===== src/rtl/vga_timing_pkg.sv =====
// vga_timing_pkg: shared VGA timing constants, segment type and counter-width helper
//   Provides the 640x480@60 default mode, an 800x600@60 mode, the per-axis segment
//   enum and cnt_width(), which gives the bits needed to hold 0..total-1.
package vga_timing_pkg;

    // 640x480@60, 25.175 MHz pixel clock, both syncs active low
    localparam int VGA640_H_DISP   = 640;
    localparam int VGA640_H_FPORCH = 16;
    localparam int VGA640_H_SYNC   = 96;
    localparam int VGA640_H_BPORCH = 48;
    localparam int VGA640_V_DISP   = 480;
    localparam int VGA640_V_FPORCH = 10;
    localparam int VGA640_V_SYNC   = 2;
    localparam int VGA640_V_BPORCH = 33;
    localparam bit VGA640_HSYNC_POL = 1'b0;
    localparam bit VGA640_VSYNC_POL = 1'b0;

    // 800x600@60, 40 MHz pixel clock, both syncs active high
    localparam int SVGA800_H_DISP   = 800;
    localparam int SVGA800_H_FPORCH = 40;
    localparam int SVGA800_H_SYNC   = 128;
    localparam int SVGA800_H_BPORCH = 88;
    localparam int SVGA800_V_DISP   = 600;
    localparam int SVGA800_V_FPORCH = 1;
    localparam int SVGA800_V_SYNC   = 4;
    localparam int SVGA800_V_BPORCH = 23;
    localparam bit SVGA800_HSYNC_POL = 1'b1;
    localparam bit SVGA800_VSYNC_POL = 1'b1;

    typedef enum logic [1:0] {
        SEG_DISP,
        SEG_FPORCH,
        SEG_SYNC,
        SEG_BPORCH
    } vga_seg_e;

    function automatic int cnt_width(input int total);
        return (total <= 2) ? 1 : $clog2(total);
    endfunction

endpackage


===== src/rtl/vga_axis_counter.sv =====
// vga_axis_counter: next-count and segment decode for one timing axis
//   cnt_i      current count (held in the parent's registers)
//   inc_i      advance the count this edge
//   cnt_next_o count after this edge (wraps to 0 after the terminal count)
//   wrap_o     current count is the terminal count (TOTAL-1)
//   sync_o     sync level for cnt_next_o, asserted level POL
//   active_o   cnt_next_o lies in the display segment
module vga_axis_counter
    import vga_timing_pkg::*;
#(
    parameter int DISP   = 640,
    parameter int FPORCH = 16,
    parameter int SYNC   = 96,
    parameter int BPORCH = 48,
    parameter bit POL    = 1'b0,
    parameter int CNT_W  = 11
) (
    input  logic [CNT_W-1:0] cnt_i,
    input  logic             inc_i,
    output logic [CNT_W-1:0] cnt_next_o,
    output logic             wrap_o,
    output logic             sync_o,
    output logic             active_o
);

    localparam int TOTAL = DISP + FPORCH + SYNC + BPORCH;
    // Inclusive segment ends, so no bound ever needs TOTAL itself in CNT_W bits
    localparam logic [CNT_W-1:0] LAST   = CNT_W'(TOTAL - 1);
    localparam logic [CNT_W-1:0] D_LAST = CNT_W'(DISP - 1);
    localparam logic [CNT_W-1:0] F_LAST = CNT_W'(DISP + FPORCH - 1);
    localparam logic [CNT_W-1:0] S_LAST = CNT_W'(DISP + FPORCH + SYNC - 1);

    vga_seg_e seg;

    assign wrap_o     = cnt_i == LAST;
    assign cnt_next_o = !inc_i ? cnt_i : wrap_o ? '0 : cnt_i + CNT_W'(1);
    assign seg        = cnt_next_o <= D_LAST ? SEG_DISP   :
                        cnt_next_o <= F_LAST ? SEG_FPORCH :
                        cnt_next_o <= S_LAST ? SEG_SYNC   : SEG_BPORCH;
    assign sync_o     = seg == SEG_SYNC ? POL : ~POL;
    assign active_o   = seg == SEG_DISP;

endmodule


===== src/rtl/vga_timing_gen.sv =====
// vga_timing_gen: parametrised VGA/VESA sync, active-region and coordinate generator
//   clk_i          system clock; a pixel advance happens every CLK_DIV enabled cycles
//   rst_ni         synchronous active-low reset, parks the position at the last pixel
//   en_i           run enable; low freezes divider, position and level outputs
//   hsync_o        horizontal sync, asserted level HSYNC_POL
//   vsync_o        vertical sync, asserted level VSYNC_POL
//   disp_active_o  (xcol_o, yrow_o) lies inside the active region
//   xcol_o/yrow_o  current pixel column / line
//   pix_stb_o      one-cycle pulse after each advance
//   line_start_o   pix_stb_o qualified by xcol_o becoming 0
//   frame_start_o  pix_stb_o qualified by position becoming (0,0)
module vga_timing_gen
    import vga_timing_pkg::*;
#(
    parameter int H_DISP    = VGA640_H_DISP,
    parameter int H_FPORCH  = VGA640_H_FPORCH,
    parameter int H_SYNC    = VGA640_H_SYNC,
    parameter int H_BPORCH  = VGA640_H_BPORCH,
    parameter int V_DISP    = VGA640_V_DISP,
    parameter int V_FPORCH  = VGA640_V_FPORCH,
    parameter int V_SYNC    = VGA640_V_SYNC,
    parameter int V_BPORCH  = VGA640_V_BPORCH,
    parameter bit HSYNC_POL = VGA640_HSYNC_POL,
    parameter bit VSYNC_POL = VGA640_VSYNC_POL,
    parameter int CLK_DIV   = 1,
    parameter int CNT_W     = 11
) (
    input  logic             clk_i,
    input  logic             rst_ni,
    input  logic             en_i,
    output logic             hsync_o,
    output logic             vsync_o,
    output logic             disp_active_o,
    output logic [CNT_W-1:0] xcol_o,
    output logic [CNT_W-1:0] yrow_o,
    output logic             pix_stb_o,
    output logic             line_start_o,
    output logic             frame_start_o
);

    localparam int H_TOTAL = H_DISP + H_FPORCH + H_SYNC + H_BPORCH;
    localparam int V_TOTAL = V_DISP + V_FPORCH + V_SYNC + V_BPORCH;
    localparam int DIV_W   = CLK_DIV > 1 ? $clog2(CLK_DIV) : 1;
    localparam logic [DIV_W-1:0] DIV_LAST = DIV_W'(CLK_DIV - 1);

    if (cnt_width(H_TOTAL) > CNT_W) begin : g_bad_h
        $error("vga_timing_gen: H_TOTAL-1 does not fit in CNT_W bits");
    end
    if (cnt_width(V_TOTAL) > CNT_W) begin : g_bad_v
        $error("vga_timing_gen: V_TOTAL-1 does not fit in CNT_W bits");
    end
    if (CLK_DIV < 1) begin : g_bad_div
        $error("vga_timing_gen: CLK_DIV must be at least 1");
    end

    logic [DIV_W-1:0] div_cnt;
    logic             advance;
    logic [CNT_W-1:0] x_next, y_next;
    logic             h_wrap, v_wrap, h_sync, v_sync, h_act, v_act;

    assign advance = en_i && div_cnt == DIV_LAST;

    vga_axis_counter #(
        .DISP(H_DISP), .FPORCH(H_FPORCH), .SYNC(H_SYNC), .BPORCH(H_BPORCH),
        .POL(HSYNC_POL), .CNT_W(CNT_W)
    ) u_h (
        .cnt_i(xcol_o), .inc_i(advance), .cnt_next_o(x_next),
        .wrap_o(h_wrap), .sync_o(h_sync), .active_o(h_act)
    );

    // The line count only moves when the column wraps on an advance edge
    vga_axis_counter #(
        .DISP(V_DISP), .FPORCH(V_FPORCH), .SYNC(V_SYNC), .BPORCH(V_BPORCH),
        .POL(VSYNC_POL), .CNT_W(CNT_W)
    ) u_v (
        .cnt_i(yrow_o), .inc_i(advance && h_wrap), .cnt_next_o(y_next),
        .wrap_o(v_wrap), .sync_o(v_sync), .active_o(v_act)
    );

    // Coordinates and their decode load together, so every output names one position
    always_ff @(posedge clk_i) begin
        if (!rst_ni) begin
            div_cnt       <= '0;
            xcol_o        <= CNT_W'(H_TOTAL - 1);
            yrow_o        <= CNT_W'(V_TOTAL - 1);
            hsync_o       <= ~HSYNC_POL;
            vsync_o       <= ~VSYNC_POL;
            disp_active_o <= 1'b0;
            pix_stb_o     <= 1'b0;
            line_start_o  <= 1'b0;
            frame_start_o <= 1'b0;
        end else begin
            pix_stb_o     <= advance;
            line_start_o  <= advance && h_wrap;
            frame_start_o <= advance && h_wrap && v_wrap;
            if (en_i)
                div_cnt <= advance ? '0 : div_cnt + DIV_W'(1);
            if (advance) begin
                xcol_o        <= x_next;
                yrow_o        <= y_next;
                hsync_o       <= h_sync;
                vsync_o       <= v_sync;
                disp_active_o <= h_act && v_act;
            end
        end
    end

endmodule


===== config.mk =====
export PLATFORM = sky130hd
export DESIGN_NAME = vga_timing_gen
export DESIGN_NICKNAME = d
export VERILOG_FILES = /design/src/rtl/vga_timing_pkg.sv /design/src/rtl/vga_axis_counter.sv /design/src/rtl/vga_timing_gen.sv
export SDC_FILE = /design/constraint.sdc
export NUM_CORES = 1
export LEC_CHECK = 0
export ABC_AREA = 1
export ABC_CLOCK_PERIOD_IN_PS = 3100
export BUFFER_PORTS_ARGS = -buffer_cell sky130_fd_sc_hd__buf_2
export CORE_AREA = 2 2 65 67
export DETAILED_ROUTE_END_ITERATION = 8
export DIE_AREA = 0 0 67 69
export GPL_TIMING_DRIVEN = 0
export PLACE_DENSITY = 0.79
export SLEW_MARGIN = 25
export SYNTH_ARGS = -nofsm -noshare
export SYNTH_HDL_FRONTEND = slang
export SYNTH_HIERARCHICAL = 1
export SYNTH_SLANG_ARGS = --single-unit

===== constraint.sdc =====
create_clock -name clk_i -period 3.1 [get_ports clk_i]
set_input_delay 0.465 -clock clk_i [delete_from_list [all_inputs] [get_ports clk_i]]
set_output_delay 0.465 -clock clk_i [all_outputs]
set_load 0.02 [all_outputs]

==> results of run 1 <==
-- cell type report --
cell class	instances	area, µm²	area share [%]
inverter	67	251	10.0
timing repair buffer	29	145	5.78
multi-input combinational	275	1330	52.9
tap	50	62.6	2.49
sequential	29	581	23.1
clock inverter	3	17.5	0.697
clock buffer	5	68.8	2.74
buffer	9	57.6	2.29
-- state kept, by name, summed over array words and instances, names as in the netlist --
register	cells
div_cnt	1
pix_stb_o	1
yrow_o	11
hsync_o	1
disp_active_o	1
vsync_o	1
line_start_o	1
xcol_o	11
frame_start_o	1
-- metal layers --
| metal | up-vias | share of wire (%) |
|---|---|---|
| met4 | 0 | 1.5 |
| met2 | 50 | 49 |
| li1 | 1236 | - |
| met3 | 6 | 3.5 |
| met5 | - | 0 |
| met1 | 1041 | 46 |
-- timing repair --
| item | in CTS | in global routing |
|---|---|---|
| endpoints found under the setup margin | 0 | 2 |
| resized for setup | 0 | 1 |
| buffers inserted | 0 | 0 |
-- worst max-delay path: stages, from the launching register on --
cell and delay, ps:
dfxtp_1 400, ha_1 250, nand3_1 110, nor3_2 280
inv_1 70, nor2_1 100, buf_4 190, nand2_2 100
nor2_4 150, nand3_2 110, nor2_1 100, nand2_1 50
nand2_1 80, nand2_1 90, nor2_2 120, nand2_1 80
nor2_1 100, nand2_1 60, nand2_1 60, nand3_1 50
-- kinds of logic (layout without fill, tap and decap cells) --
family,Yosys count,in the layout,synth area share [%]
AOI/OAI and AO/OA,12,12,3.62
and+or+nand+nor,254,254,51.4
adders and majority gates,3,3,1.70
xor gates and xnor gates,6,6,3.05
DFF,29,29,26.2
buffers and inverters,76,113,14.0
-- path summary, 6_finish.rpt --
kind | from | endpoint | slack (ps)
max | xcol_o[0] | vsync_o | 430
min reg2reg | hsync_o | hsync_o | 470
max reg2reg | xcol_o[0] | vsync_o | 430
min | rst_ni | yrow_o[10] | 470
-- metrics by stage --
step	worst slack [ps]	std cells	total power (W)	hold WS [ps]
floorplan	634	380	0.000662	555
global placement	260	459	0.000728	453
detailed placement	271	459	0.000733	457
CTS	262	467	0.00104	464
global route	67.0	467	0.00110	478
finish	429	467	0.00104	473
-- power by group --
group / total (W) / switching (W) / internal (W)
Sequential: 0.000435 / 0.0000377 / 0.000397
Clock: 0.000312 / 0.000157 / 0.000155
Combinational: 0.000292 / 0.000192 / 0.000100
Total: 0.00104 / 0.000387 / 0.000652
-- cells in the final DEF, fill, tap and decap left out, drive strengths merged, types with 2 or more instances in the layout --
master	instances
nand4	7
nor3	4
clkinv	3
nand3b	2
nand3	51
nand2	122
o21a	2
dfxtp	29
ha	3
clkbuf	6
xor2	5
buf	37
nor2	68
inv	66
a21boi	2
o21ai	3
a21oi	4
==> metrics.csv, run 1 <==
stage,metric,value,unit
run_status,status,finished clean,
floorplan,I/O pin cnt,31,
pwr,Static Leak,1.39,nW
routing,Routed Antenna Nets,0,
synthesis,Mapped Area,0.00221,mm²
routing,drt pass-1 iters,4,
grt,largest net degree at the start of global routing,15,
synthesis,Mapped Nets,386,
grt,M2 GR Usage,40.9,%
pwr,VDD IR-drop max,0.342,mV
worst_hold_path,HP Class,in -> reg,
synthesis,Post-Syn Instances,380,
grt,Total GRT Usage,24.7,%
timing,Final period util,86.2,%
floorplan,core area,0.00391,mm²
clock_tree,Max Root-Sink Buffers,2,
floorplan,Starting Density,56.6,%
clock_tree,Clock Sinks,29,
synthesis,Synth top area share,26.2,%
routing,Iter 0 DRT Violations,144,
synthesis,ys flop type,dfxtp_1,
synthesis,YS warnings,6,
critical_path,Critical Path RT,3270,ps
critical_path,FF-to-FF path depth,19,
floorplan,DIE HEIGHT,69,µm
clock_tree,Num CTS Buffers,5,
flow_run,Max Cap Violations,0,
timing,setup tns final,0,ps
synthesis,most common cell in the synthesized netlist,nand2_1,
placement,cell area after placement,0.00242,mm²
floorplan,row count,23,
placement,post-detailed-placement half-perimeter wirelength,3.97,mm
critical_path,CP Capture Type,flop,
timing,Worst Tran Pin Value,565,ps
synthesis,Post-synth top cells,"nand2_1 (115), inv_1 (62), nor2_1 (60), nand3_1 (50), dfxtp_1 (29)",
final_layout,area grow syn2layout,13.5,%
final_layout,Finished Cell Area,0.00251,mm²
final_layout,fin nets,422,
clock_tree,htree depth,2,
grt,grt met1 use,31.1,%
clock_tree,clk root buf,clkbuf_8,
clock_tree,CTS tree,built,
timing,Slew headroom,62.3,%
synthesis,sequential share of the synthesized area,26.2,%
grt,Overflow after GRT,0,
clock_tree,clk_lat worst skew,290,ps
timing,RSZ-0062 raised after global routing,false,
grt,initial antenna violation count,0,
final_layout,Antenna diodes,0,
synthesis,cell accounting for the most synthesized area,dfxtp_1,
critical_path,Crit Path Max Fanout,9,
synthesis,number of synthesized flops with an enable pin,0,
placement,GP Congestion,0.861,
grt,first-pass GRT wire length,9.00,mm
timing,Final min period,2670,ps
final_layout,share of post-route cells with drive strength above 1,17.0,%
critical_path,Critical Path AT,2840,ps
critical_path,CP startpoint kind,flop,
grt,vias in the first global route,2036,
synthesis,Synth Area per Inst,5.82,µm²
timing,Clock Skew,7.99,ps
synthesis,Synth async-reset ratio,0,%
worst_hold_path,hold path cells,3,
routing,wire length per cell,11.3,µm
grt,busiest layer in global routing,met2,
routing,Residual DRC,0,
clock_tree,clock transition at the registers of the reported paths,70,ps
pwr,power density over the cells,414,mW/mm²
routing,Vias,2333,
timing,endpoints failing hold,0,
placement,PortBufs,29,
timing,max frequency,0.374,GHz
synthesis,count of cell types in the netlist,32,
synthesis,Area contributors post-synth,"dfxtp_1 (26%), nand2_1 (20%), nand3_1 (11%), inv_1 (11%), nor2_1 (10%)",
floorplan,Die Area,0.00462,mm²
grt,met3 Use GR,4.57,%
timing,Final setup violation count,0,
clock_tree,Post-CTS Hold Fix Bufs,0,
routing,routed vias/inst,5.00,
routing,DRT Wirelength,5.27,mm
floorplan,die width,67,µm
timing,Max Slew Vio Count,0,
synthesis,number of synthesized register bits,29,
critical_path,Crit Path Class,reg -> reg,
final_layout,FILL cells,396,
final_layout,fin util,64.2,%
Power figures use the tool's default switching activity.
==> run 2: changes to the inputs <==
--- a/config.mk
+++ b/config.mk
@@ -12,6 +12,7 @@
 export DETAILED_ROUTE_END_ITERATION = 8
 export DIE_AREA = 0 0 67 69
 export GPL_TIMING_DRIVEN = 0
+export MAX_ROUTING_LAYER = met4
 export PLACE_DENSITY = 0.79
 export SLEW_MARGIN = 25
 export SYNTH_ARGS = -nofsm -noshare
==> run 2 against run 1 <==
Net effect:
- clock power about the same
- worst setup slack improved by 4.4 ps
- register-to-register slack about the same
- count of clock-buffer cells in the layout stayed put
- via count increased by 0.64%
- critical path depth unchanged
- first-iteration DRC count down 1.4%
- sequential power barely moved
- global-route usage increased by 0.67 points
- maximum frequency is 0.16% higher
- power is essentially flat
- critical endpoint unchanged
==> metrics.csv, run 2 (same netlist as run 1, synthesis figures left out) <==
stage,metric,value,unit
run_status,status,finished clean,
clock_tree,CTS tree,built,
timing,Slew headroom,62.3,%
grt,largest net degree at the start of global routing,15,
final_layout,area grow syn2layout,13.5,%
placement,post-detailed-placement half-perimeter wirelength,3.97,mm
clock_tree,clk root buf,clkbuf_8,
placement,DP Cell Count,459,
floorplan,die width,67,µm
placement,PortBufs,29,
critical_path,CP most frequent cell,nand2_1,
floorplan,Die Area,0.00462,mm²
routing,DRT Wirelength,5.27,mm
clock_tree,postcts setup bufs,0,
pwr,VDD IR-drop max,0.342,mV
clock_tree,Post-CTS Hold Fix Bufs,0,
routing,wire length per cell,11.3,µm
routing,drt pass-1 iters,4,
timing,Final period util,86.0,%
routing,Residual DRC,0,
grt,first-pass GRT wire length,9.00,mm
pwr,Power Total,0.00104,W
grt,Overflow after GRT,0,
final_layout,"commonest non-fill, non-tap cell in the layout",nand2_1,
routing,Routed Antenna Nets,0,
timing,max frequency,0.375,GHz
final_layout,most frequent cells in the layout,"nand2_1 (115), inv_1 (62), nor2_1 (60)",
timing,Clock Skew,7.99,ps
floorplan,row count,23,
timing,Max Slew Vio Count,0,
clock_tree,Clock Sinks,29,
clock_tree,Max Root-Sink Buffers,2,
critical_path,cell breakdown of the critical path,ha_1 -> nand3_1 -> nor3_2 -> inv_1 -> nor2_1 -> buf_4 -> nand2_2 -> nor2_4 -> nand3_2 -> nor2_1 -> nand2_1 -> nand2_1 -> nand2_1 -> nor2_2 -> nand2_1 -> nor2_1 -> nand2_1 -> nand2_1 -> nand3_1,
final_layout,share of post-route cells with drive strength above 1,17.0,%
grt,vias in the first global route,2034,
timing,RSZ-0062 raised after global routing,false,
critical_path,CP startpoint kind,flop,
critical_path,Critical Path AT,2840,ps
routing,Iter 0 DRT Violations,142,
critical_path,CP Capture Type,flop,
flow_run,Max Cap Violations,0,
floorplan,I/O pin cnt,31,
clock_tree,clk_lat worst skew,290,ps
routing,Vias,2348,
timing,Worst Tran Pin Value,565,ps
floorplan,DIE HEIGHT,69,µm
critical_path,Slowest cell on crit path,dfxtp_1,
worst_hold_path,HP Class,in -> reg,
critical_path,Critical Path RT,3270,ps
floorplan,core area,0.00391,mm²
grt,Total GRT Usage,25.3,%
final_layout,fin nets,422,
pwr,Static Leak,1.39,nW
final_layout,biggest regs,"xcol_o: 11 flops, yrow_o: 11 flops",
clock_tree,clock transition at the registers of the reported paths,70,ps
timing,setup tns final,0,ps
final_layout,Antenna diodes,0,
timing,Final setup violation count,0,
placement,GP Congestion,0.875,
grt,initial antenna violation count,0,
timing,Final min period,2670,ps
routing,routed vias/inst,5.03,
clock_tree,Num CTS Buffers,5,
floorplan,Starting Density,56.6,%
critical_path,Crit Path Class,reg -> reg,
final_layout,FILL cells,396,
timing,endpoints failing hold,0,
final_layout,fin cells,467,
pwr,power density over the cells,414,mW/mm²
critical_path,CP max stage delay,400,ps
critical_path,Crit Path Max Fanout,9,
clock_tree,htree depth,2,
==> run 2: power by group <==
| part | internal, W | switching (W) | leakage (nW) |
|---|---|---|---|
| Combinational | 0.000100 | 0.000192 | 1.11 |
| Clock | 0.000155 | 0.000157 | 0.0439 |
| Sequential | 0.000397 | 0.0000377 | 0.240 |
==> run 2: metrics by stage <==
step | hold slack (ps) | area, µm² | setup WS [ps] | util [%]
2_1_floorplan | 555 | 2210 | 634 | -
3_3_place_gp | 453 | 2420 | 260 | 61.9
3_5_place_dp | 457 | 2420 | 271 | 61.9
4_1_cts | 464 | 2510 | 262 | 64.1
5_1_grt | 478 | 2510 | 67.0 | 64.2
6_report | 473 | 2510 | 433 | 64.2
==> run 2: cell type report <==
| class | instances | area (µm²) | area share, % |
|---|---|---|---|
| plain buffers | 9 | 57.6 | 2.29 |
| repair buffers | 29 | 145 | 5.78 |
| inverters | 67 | 251 | 10.0 |
| well taps | 50 | 62.6 | 2.49 |
| flip-flops and latches | 29 | 581 | 23.1 |
| clock inverters | 3 | 17.5 | 0.697 |
| multi-input cells | 275 | 1330 | 52.9 |
| clock buffers | 5 | 68.8 | 2.74 |
==> run 2: path summary, 6_finish.rpt <==
kind / end / cells after the start / startpoint / slack, ps
min reg2reg: hsync_o / 2 / hsync_o / 470
max: vsync_o / 19 / xcol_o[0] / 430
max reg2reg: vsync_o / 19 / xcol_o[0] / 430
min: yrow_o[10] / 3 / rst_ni / 470
==> run 2: critical path, delay by kind of cell, from the launching register on <==
kind	cells	cell delay (ps)
and+or+nand+nor	16	1630
DFF	1	400
adders and majority gates	1	250
buffers and inverters	2	260
==> run 2: layer usage <==
metal,up-vias,global-route usage (%),share of wire (%)
li1,1236,-,-
met1,1049,31.1,46
met2,57,40.9,49
met3,6,4.57,3.8
met4,0,9.30,1.5
met5,-,-,0
==> run 2: timing repair <==
| action | 4_1_cts | 5_1_grt |
|---|---|---|
| hold endpoints to repair | 0 | 0 |
| endpoints found under the setup margin | 0 | 2 |
| gates resized for setup | 0 | 1 |
